### src/rtl/cpu_pkg.sv
// Shared CPU definitions: opcode encodings, control-step state encoding and
// the control-strobe bundle driven by the control unit onto the DataPath.
package cpu_pkg;

  localparam int STEP_W = 4;
  localparam int OP_W   = 5;

  typedef logic [OP_W-1:0] opcode_t;

  localparam opcode_t OP_LD   = 5'b00000;
  localparam opcode_t OP_ST   = 5'b00010;
  localparam opcode_t OP_ADD  = 5'b00011;
  localparam opcode_t OP_SUB  = 5'b00100;
  localparam opcode_t OP_AND  = 5'b00101;
  localparam opcode_t OP_OR   = 5'b00110;
  localparam opcode_t OP_ADDI = 5'b01100;
  localparam opcode_t OP_JR   = 5'b10100;
  localparam opcode_t OP_MFHI = 5'b11000;
  localparam opcode_t OP_MFLO = 5'b11001;
  localparam opcode_t OP_NOP  = 5'b11010;
  localparam opcode_t OP_HALT = 5'b11011;
  localparam opcode_t OP_IDLE = 5'b00000;

  typedef enum logic [STEP_W-1:0] {
    ST_RESET = 4'd0,
    ST_T0    = 4'd1,
    ST_T1    = 4'd2,
    ST_T2    = 4'd3,
    ST_T3    = 4'd4,
    ST_T4    = 4'd5,
    ST_T5    = 4'd6,
    ST_T6    = 4'd7,
    ST_T7    = 4'd8,
    ST_HALT  = 4'd9
  } state_t;

  typedef enum logic [2:0] {
    CLS_NOP,
    CLS_ALU,
    CLS_IMM,
    CLS_LD,
    CLS_ST,
    CLS_JR,
    CLS_MF,
    CLS_HALT
  } op_class_t;

  typedef struct packed {
    logic pc_out;
    logic pc_in;
    logic inc_pc;
    logic mar_in;
    logic mdr_in;
    logic mdr_out;
    logic ir_in;
    logic read;
    logic write;
    logic y_in;
    logic z_in;
    logic zlow_out;
    logic zhigh_out;
    logic gra;
    logic grb;
    logic grc;
    logic r_in;
    logic r_out;
    logic ba_out;
    logic c_out;
    logic hi_out;
    logic lo_out;
    logic hi_in;
    logic lo_in;
  } ctrl_t;

endpackage

### src/rtl/control_decode.sv
// Maps an instruction opcode onto the execution class that selects the
// T3..T7 micro-sequence; anything unrecognised falls into the nop class.
module control_decode
  import cpu_pkg::*;
(
  input  logic [OP_W-1:0] op,
  output op_class_t       op_class,
  output logic            mf_lo
);

  always_comb begin
    op_class = CLS_NOP;
    case (op)
      OP_ADD, OP_SUB, OP_AND, OP_OR: op_class = CLS_ALU;
      OP_ADDI:                       op_class = CLS_IMM;
      OP_LD:                         op_class = CLS_LD;
      OP_ST:                         op_class = CLS_ST;
      OP_JR:                         op_class = CLS_JR;
      OP_MFHI, OP_MFLO:              op_class = CLS_MF;
      OP_HALT:                       op_class = CLS_HALT;
      default:                       op_class = CLS_NOP;
    endcase
  end

  assign mf_lo = (op == OP_MFLO);

endmodule

### src/rtl/control_unit.sv
// Moore control sequencer: fetch in T0..T2, class-specific execute steps in
// T3..T7, with a sticky HALT state left only through reset.
module control_unit
  import cpu_pkg::*;
(
  input  logic        clock,
  input  logic        clear,
  input  logic [31:0] ir,
  input  logic        stop,
  output logic        PCout,
  output logic        PCin,
  output logic        IncPC,
  output logic        MARin,
  output logic        MDRin,
  output logic        MDRout,
  output logic        IRin,
  output logic        Read,
  output logic        Write,
  output logic        Yin,
  output logic        Zin,
  output logic        Zlowout,
  output logic        Zhighout,
  output logic        Gra,
  output logic        Grb,
  output logic        Grc,
  output logic        Rin,
  output logic        Rout,
  output logic        BAout,
  output logic        Cout,
  output logic        HIout,
  output logic        LOout,
  output logic        HIin,
  output logic        LOin,
  output logic [4:0]  opcode,
  output logic        run
);

  state_t    state_reg;
  state_t    state_next;
  state_t    done_state;
  op_class_t op_class;
  opcode_t   ir_op;
  logic      mf_lo;
  ctrl_t     ctrl;
  logic      unused_ir;

  assign ir_op     = ir[31:27];
  assign unused_ir = ^ir[26:0];

  control_decode u_decode (
    .op       (ir_op),
    .op_class (op_class),
    .mf_lo    (mf_lo)
  );

  always_ff @(posedge clock or negedge clear) begin
    if (!clear) state_reg <= ST_RESET;
    else        state_reg <= state_next;
  end

  // Final step of every instruction funnels through here so stop is honoured uniformly.
  assign done_state = stop ? ST_HALT : ST_T0;

  always_comb begin
    state_next = state_reg;
    case (state_reg)
      ST_RESET: state_next = ST_T0;
      ST_T0:    state_next = ST_T1;
      ST_T1:    state_next = ST_T2;
      ST_T2:    state_next = (op_class == CLS_NOP) ? done_state : ST_T3;
      ST_T3: begin
        case (op_class)
          CLS_ALU, CLS_IMM, CLS_LD, CLS_ST: state_next = ST_T4;
          CLS_HALT:                         state_next = ST_HALT;
          default:                          state_next = done_state;
        endcase
      end
      ST_T4:    state_next = ST_T5;
      ST_T5:    state_next = (op_class == CLS_LD || op_class == CLS_ST) ? ST_T6 : done_state;
      ST_T6:    state_next = ST_T7;
      ST_T7:    state_next = done_state;
      ST_HALT:  state_next = ST_HALT;
      default:  state_next = ST_RESET;
    endcase
  end

  always_comb begin
    ctrl   = '0;
    opcode = OP_IDLE;
    run    = (state_reg != ST_RESET) && (state_reg != ST_HALT);
    case (state_reg)
      ST_T0: begin
        ctrl.pc_out = 1'b1; ctrl.mar_in = 1'b1; ctrl.inc_pc = 1'b1; ctrl.z_in = 1'b1;
      end
      ST_T1: begin
        ctrl.zlow_out = 1'b1; ctrl.pc_in = 1'b1; ctrl.read = 1'b1; ctrl.mdr_in = 1'b1;
      end
      ST_T2: begin
        ctrl.mdr_out = 1'b1; ctrl.ir_in = 1'b1;
      end
      ST_T3: begin
        case (op_class)
          CLS_ALU, CLS_IMM: begin
            ctrl.grb = 1'b1; ctrl.r_out = 1'b1; ctrl.y_in = 1'b1;
          end
          CLS_LD, CLS_ST: begin
            ctrl.grb = 1'b1; ctrl.ba_out = 1'b1; ctrl.y_in = 1'b1;
          end
          CLS_JR: begin
            ctrl.gra = 1'b1; ctrl.r_out = 1'b1; ctrl.pc_in = 1'b1;
          end
          CLS_MF: begin
            ctrl.hi_out = !mf_lo; ctrl.lo_out = mf_lo; ctrl.gra = 1'b1; ctrl.r_in = 1'b1;
          end
          default: ;
        endcase
      end
      ST_T4: begin
        case (op_class)
          CLS_ALU: begin
            ctrl.grc = 1'b1; ctrl.r_out = 1'b1; ctrl.z_in = 1'b1; opcode = ir_op;
          end
          CLS_IMM, CLS_LD, CLS_ST: begin
            ctrl.c_out = 1'b1; ctrl.z_in = 1'b1; opcode = OP_ADD;
          end
          default: ;
        endcase
      end
      ST_T5: begin
        case (op_class)
          CLS_ALU, CLS_IMM: begin
            ctrl.zlow_out = 1'b1; ctrl.gra = 1'b1; ctrl.r_in = 1'b1;
          end
          CLS_LD, CLS_ST: begin
            ctrl.zlow_out = 1'b1; ctrl.mar_in = 1'b1;
          end
          default: ;
        endcase
      end
      ST_T6: begin
        if (op_class == CLS_ST) begin
          ctrl.gra = 1'b1; ctrl.r_out = 1'b1; ctrl.mdr_in = 1'b1;
        end else begin
          ctrl.read = 1'b1; ctrl.mdr_in = 1'b1;
        end
      end
      ST_T7: begin
        if (op_class == CLS_ST) begin
          ctrl.write = 1'b1;
        end else begin
          ctrl.mdr_out = 1'b1; ctrl.gra = 1'b1; ctrl.r_in = 1'b1;
        end
      end
      default: ;
    endcase
  end

  assign PCout    = ctrl.pc_out;
  assign PCin     = ctrl.pc_in;
  assign IncPC    = ctrl.inc_pc;
  assign MARin    = ctrl.mar_in;
  assign MDRin    = ctrl.mdr_in;
  assign MDRout   = ctrl.mdr_out;
  assign IRin     = ctrl.ir_in;
  assign Read     = ctrl.read;
  assign Write    = ctrl.write;
  assign Yin      = ctrl.y_in;
  assign Zin      = ctrl.z_in;
  assign Zlowout  = ctrl.zlow_out;
  assign Zhighout = ctrl.zhigh_out;
  assign Gra      = ctrl.gra;
  assign Grb      = ctrl.grb;
  assign Grc      = ctrl.grc;
  assign Rin      = ctrl.r_in;
  assign Rout     = ctrl.r_out;
  assign BAout    = ctrl.ba_out;
  assign Cout     = ctrl.c_out;
  assign HIout    = ctrl.hi_out;
  assign LOout    = ctrl.lo_out;
  assign HIin     = ctrl.hi_in;
  assign LOin     = ctrl.lo_in;

endmodule

### config.mk
export PLATFORM = sky130hd
export DESIGN_NAME = control_unit
export DESIGN_NICKNAME = d
export VERILOG_FILES = /design/src/rtl/cpu_pkg.sv /design/src/rtl/control_decode.sv /design/src/rtl/control_unit.sv
export SDC_FILE = /design/constraint.sdc
export NUM_CORES = 1
export LEC_CHECK = 0
export CAP_MARGIN = 20
export CORE_ASPECT_RATIO = 1.75
export CORE_UTILIZATION = 37
export CTS_CLUSTER_SIZE = 28
export DETAILED_ROUTE_END_ITERATION = 7
export GPL_ROUTABILITY_DRIVEN = 0
export HOLD_SLACK_MARGIN = 0.12
export PLACE_DENSITY = 0.9
export SLEW_MARGIN = 20
export SYNTH_ARGS = -nofsm -noshare
export SYNTH_HDL_FRONTEND = slang
export SYNTH_SLANG_ARGS = --single-unit
### constraint.sdc
create_clock -name clock -period 4.3 [get_ports clock]
set_input_delay 1.075 -clock clock [delete_from_list [all_inputs] [get_ports clock]]
set_output_delay 1.075 -clock clock [all_outputs]
set_load 0.01 [all_outputs]
==> results of run 1 <==
-- power by group --
part           switching (W)  leakage (nW)  internal [W]
clock network      0.0000186        0.0216     0.0000596
registers          0.0000647        0.0506     0.0000534
logic               0.000207         0.784      0.000220
-- per-layer routing --
metal | vias to the layer above | share of wire | global-route usage
met3 | 19 | 0.041 | 0.0504
met1 | 651 | 0.34 | 0.259
met4 | 0 | 0.049 | 0.133
met5 | - | 0 | 0
met2 | 71 | 0.57 | 0.557
li1 | 636 | - | -
-- metrics by stage --
| step | cells | cell area, um^2 |
|---|---|---|
| detailed placement | 218 | 1570 |
| floorplan | 137 | 1030 |
| global route | 232 | 1740 |
| finish | 232 | 1740 |
| global placement | 218 | 1570 |
| CTS | 229 | 1700 |
-- what timing repair did --
action,4_1_cts,5_1_grt
hold buffers,0,0
setup buffers,8,3
setup endpoints to repair,22,16
resized for setup,53,16
pin swaps,6,9
-- worst reg2reg max path: stages (launching register included) --
cell and delay [ns]:
dfrtp_1 0.60, nand2b_1 0.21, nor3b_1 0.52, and4_1 0.26, o21ai_0 0.07, o211ai_1 0.21
-- worst max path at each step --
stage,from,to,slack (ns),cells past startpoint
global route,ir[29],Write,-0.002,10
finish,ir[29],Zin,0.10,11
CTS,ir[31],Yin,-0.01,11
floorplan,ir[27],Yin,0.53,9
detailed placement,ir[27],Zin,-0.57,12
global placement,ir[27],PCin,-0.48,9
-- layout by cell type (no fill, tap or decap), types with 4 or more instances in the layout --
| master | synthesis | final |
|---|---|---|
| and2_1 | 5 | 5 |
| nor2_1 | 9 | 8 |
| o21ai_0 | 6 | 6 |
| nor3_1 | 6 | 6 |
| ha_1 | 6 | 5 |
| nand2_1 | 8 | 8 |
| a21oi_1 | 11 | 10 |
| dlygate4sd2_1 | 0 | 17 |
| dfrtp_1 | 4 | 4 |
| buf_4 | 7 | 43 |
| clkdlybuf4s50_1 | 0 | 7 |
| nand2b_1 | 6 | 6 |
| buf_6 | 2 | 5 |
| buf_2 | 3 | 6 |
-- cell type report --
type / instances / area (um^2) / area share
Timing Repair Buffer: 82 / 663 / 0.381
Clock buffer: 3 / 41.3 / 0.0237
Tap cell: 26 / 32.5 / 0.0187
Inverter: 2 / 7.51 / 0.00431
Sequential cell: 4 / 100 / 0.0575
Multi-Input combinational cell: 115 / 896 / 0.515
-- logic make-up (layout without fill, tap and decap cells) --
kind of cell,after synthesis,after routing,share of synthesized area
and+or+nand+nor,61,61,0.364
adders and majority gates,6,6,0.0735
muxes,2,2,0.0257
xor gates and xnor gates,3,3,0.0257
DFF,4,4,0.0980
AOI/OAI and AO/OA,40,40,0.299
other,1,3,0.00367
buffers and inverters,18,87,0.110
==> flow_summary.json, run 1 <==
{
  "end_kind": "output port",
  "dr.pass1.iters": 4,
  "finalCritPeriodShare": 0.976,
  "critical-path-max-stage-delay_ns": 0.34,
  "vdd_ir_drop_max_mv": 0.196,
  "path_common_cell": "buf_4",
  "clk_pin_slew_worst_paths_ns": 0.03,
  "dp_hpwl_mm": 2.70,
  "min_period_ns": 4.20,
  "dp_worst_setup_slack_ns": -0.569,
  "largest_register_ffs": 4,
  "dieArea_mm2": 0.00298,
  "grt_max_degree": 22,
  "postSynthAreaPerCell_um2": 7.56,
  "cp.required_ns": 3.22,
  "reg2reg_to": "state_reg[3]$_DFF_PN0_",
  "fin_ws_ns": 0.102,
  "start_util": 0.400,
  "async_flop_share": 1.00,
  "fill_cells": 200,
  "synth.top_cell.area_share": 0.0980,
  "worstPathMaxFanout": 8,
  "nets": 249,
  "hold_class": "flop to flop",
  "synth.most_common_cell": "a21oi_1",
  "total_power_w": 0.000623,
  "grt_pass1_vias": 1394,
  "hp-start": "state_reg[3]$_DFF_PN0_",
  "dieHeight_um": 71.5,
  "gr-total-overflow": 0,
  "antenna_found_initial": 0,
  "dr_total_vias": 1377,
  "grt_pass1_wl_mm": 6.51,
  "final_hold_viol_count": 0,
  "hold_depth": 1,
  "io_buffers": 34,
  "synth-edff-count": 0,
  "drtIter0Drc": 61,
  "cp-start-kind": "primary input",
  "hold_path_end": "state_reg[1]$_DFF_PN0_",
  "synth_top_cell_by_area": "dfrtp_1",
  "htreeDepth": 1,
  "crit_chain": "dlygate4sd2_1, buf_4, o311ai_4, buf_4, nand4_1, buf_4, buf_4, and2_1, buf_4, o21bai_1, buf_2",
  "tns_ns": 0,
  "fin_util": 0.682,
  "clockBufferDepth": 2,
  "wl_per_cell_um": 17.9,
  "syn_to_final_growth_pct": 70.5,
  "via_per_inst": 5.94,
  "dieWidth_um": 41.7,
  "r2r_slack_ns": 2.34,
  "yosys-top-cells-area": "dfrtp_1 (9.8%), ha_1 (7.4%), a21oi_1 (5.4%)",
  "rows": 24,
  "cts_sinks": 4,
  "wirelength_mm": 4.16,
  "cts_tree": "yes",
  "cap_violations": 0,
  "core_area_mm2": 0.00255,
  "fmax_mhz": 238,
  "fin_worst_skew_ns": 0.000951,
  "worstReg2RegStart": "state_reg[1]$_DFF_PN0_",
  "slowest_stage": "dlygate4sd2_1",
  "synthCells": 135,
  "numCtsBuffers": 3,
  "reg2reg_depth": 5,
  "worst_pin_slew_ns": 0.657,
  "yosysSeqAreaShare": 0.0980,
  "hold_slack_ns": 0.640,
  "crit_family": "buffers and inverters",
  "drc": 0,
  "cp_num_buf_inv": 7,
  "status": "finished, final reports clean",
  "antenna_left": 0,
  "crit_type": "primary input to output port",
  "drv_slew": 0,
  "critPathArrivalTime_ns": 3.12,
  "netlist_area_mm2": 0.00102,
  "leakagePower_nw": 0.857,
  "yosys_warnings": 0,
  "synth_ff_type": "dfrtp_1",
  "clockRootBuffer": "clkbuf_8",
  "p_per_area_mw_per_mm2": 358,
  "grt_usage": 0.279,
  "num_antenna_cells": 0,
  "clock_latency_ns": 0.21,
  "relSlewSlack": 0.562,
  "synth.distinct_cells": 58,
  "num_io_pins": 65,
  "synth-seq-cells": 4,
  "drive_gt1_frac": 0.393,
  "setup_viol": 0,
  "yosys-top-cells-count": "a21oi_1 (11), nor2_1 (9), nand2_1 (8)"
}
No activity file was read; power rests on OpenSTA's default activity.
==> inputs of run 2 (changes only) <==
Settings changed: CORE_UTILIZATION 37 to 25, MAX_ROUTING_LAYER from default to met4, PLACE_DENSITY 0.9 to 0.68.
==> run 2 against run 1 <==
Compared with the run above:
- combinational power is 5.2% lower
- die area is 46% higher
- critical path depth is 2 lower
- maximum frequency is 0.61% lower
- sequential share of layout area is 0.19 points higher
- worst hold slack better by 0.011 ns
- global-route usage is 12 points lower
- critical endpoint is now PCin
- highest routed layer unchanged
==> flow_summary.json, run 2 (synthesis results as in run 1) <==
{
  "numCtsBuffers": 3,
  "hold_class": "flop to flop",
  "min_period_ns": 4.22,
  "final_cell_count_no_fill": 247,
  "num_antenna_cells": 0,
  "clockBufferDepth": 2,
  "core_area_mm2": 0.00390,
  "status": "finished, final reports clean",
  "worst_pin_slew_ns": 0.648,
  "final_cell_mix": "buf_4 (40), dlygate4sd2_1 (15), a21oi_1 (11)",
  "fmax_mhz": 237,
  "setup_viol": 0,
  "leakagePower_nw": 0.801,
  "drc": 0,
  "antenna_left": 0,
  "gr-total-overflow": 0,
  "io_buffers": 34,
  "final_common_cell": "buf_4",
  "wl_per_cell_um": 13.9,
  "final_hold_viol_count": 0,
  "crit_type": "primary input to output port",
  "nets": 242,
  "fin_ws_ns": 0.0764,
  "drv_slew": 0,
  "grt_usage": 0.161,
  "dr_total_vias": 1263,
  "dieArea_mm2": 0.00435,
  "num_io_pins": 65,
  "antenna_found_initial": 0,
  "cts_sinks": 4,
  "end_kind": "output port",
  "dieWidth_um": 50.3,
  "finalCritPeriodShare": 0.982,
  "dp_cells": 240,
  "largest_register_ffs": 4,
  "drtIter0Drc": 29,
  "fin_util": 0.432,
  "drive_gt1_frac": 0.377,
  "dieHeight_um": 86.5,
  "clockRootBuffer": "clkbuf_8",
  "rows": 30,
  "vdd_ir_drop_max_mv": 0.195,
  "wirelength_mm": 3.44,
  "dr.pass1.iters": 4,
  "cp.required_ns": 3.22,
  "grt_pass1_vias": 1285,
  "grt_max_degree": 22,
  "relSlewSlack": 0.568,
  "clock_latency_ns": 0.21,
  "p_per_area_mw_per_mm2": 358,
  "fin_worst_skew_ns": 0.000655,
  "dp_worst_setup_slack_ns": -0.542,
  "critPathArrivalTime_ns": 3.15,
  "worstPathMaxFanout": 4,
  "syn_to_final_growth_pct": 65.1,
  "dp_hpwl_mm": 2.68,
  "clk_pin_slew_worst_paths_ns": 0.03,
  "via_per_inst": 5.11,
  "cap_violations": 0,
  "cts_tree": "yes",
  "start_util": 0.262,
  "cp-start-kind": "primary input",
  "htreeDepth": 1,
  "grt_pass1_wl_mm": 5.33
}
run 2: cell types whose count changed in the layout (fill, tap and decap cells not counted), sizes merged:
cell and delta:
buf -4, clkbuf -1, clkdlybuf4s15 +1, dlygate4sd2 -2
dlymetal6s2s -1
run 2: critical path: stages:
cell and delay [ns]:
dlygate4sd2_1 0.24, buf_4 0.14, ha_1 0.17, mux2_4 0.28, o31ai_4 0.28, nor2_4 0.07, or4_4 0.51, a211oi_2 0.22
buf_2 0.16
run 2: what timing repair did:
| item | 4_1_cts | 5_1_grt |
|---|---|---|
| resized for setup | 63 | 8 |
| endpoints found under the setup margin | 22 | 10 |
| hold buffers | 0 | 0 |
| pin swaps | 6 | 5 |
| buffers inserted | 2 | 2 |
run 2: power by group:
part | switching [W] | internal (W)
clock network | 0.0000189 | 0.0000596
registers | 0.0000653 | 0.0000534
logic | 0.000192 | 0.000214
run 2: metal layers:
metal | global-route usage | up-vias | routed length [um]
met5 | - | - | 0
met1 | 0.127 | 595 | 1130
met4 | 0.0833 | 0 | 72
met2 | 0.327 | 31 | 2150
li1 | - | 629 | -
met3 | 0.0298 | 8 | 91
run 2: worst paths after layout:
check / endpoint / slack [ns] / cells after the start / startpoint
max in group asynchronous: state_reg[3]$_DFF_PN0_ / 3.08 / 1 / clear
max: PCin / 0.08 / 9 / ir[28]
min reg2reg: state_reg[1]$_DFF_PN0_ / 0.65 / 1 / state_reg[3]$_DFF_PN0_
max reg2reg: state_reg[3]$_DFF_PN0_ / 2.32 / 4 / state_reg[0]$_DFF_PN0_
min in group asynchronous: state_reg[2]$_DFF_PN0_ / 1.06 / 1 / clear
min: state_reg[1]$_DFF_PN0_ / 0.65 / 1 / state_reg[3]$_DFF_PN0_
run 2: metrics by stage:
stage                     cell area [um^2]  hold slack, ns  power, W  setup TNS, ns
final                                 1690           0.651  0.000603              0
after CTS                             1640           0.645  0.000598              0
after global routing                  1690           0.683  0.000652       -0.00610
after detailed placement              1600           0.652  0.000540          -8.63
after global placement                1600           0.628  0.000538          -8.08
after floorplan                       1030           0.550  0.000345              0
run 2: layout make-up:
class / instances / area (um^2)
Tap cell: 48 / 60.1
Fill cell: 401 / 2220
Multi-Input combinational cell: 115 / 891
Inverter: 2 / 7.51
Sequential cell: 4 / 100
Timing Repair Buffer: 75 / 586
Clock buffer: 3 / 41.3
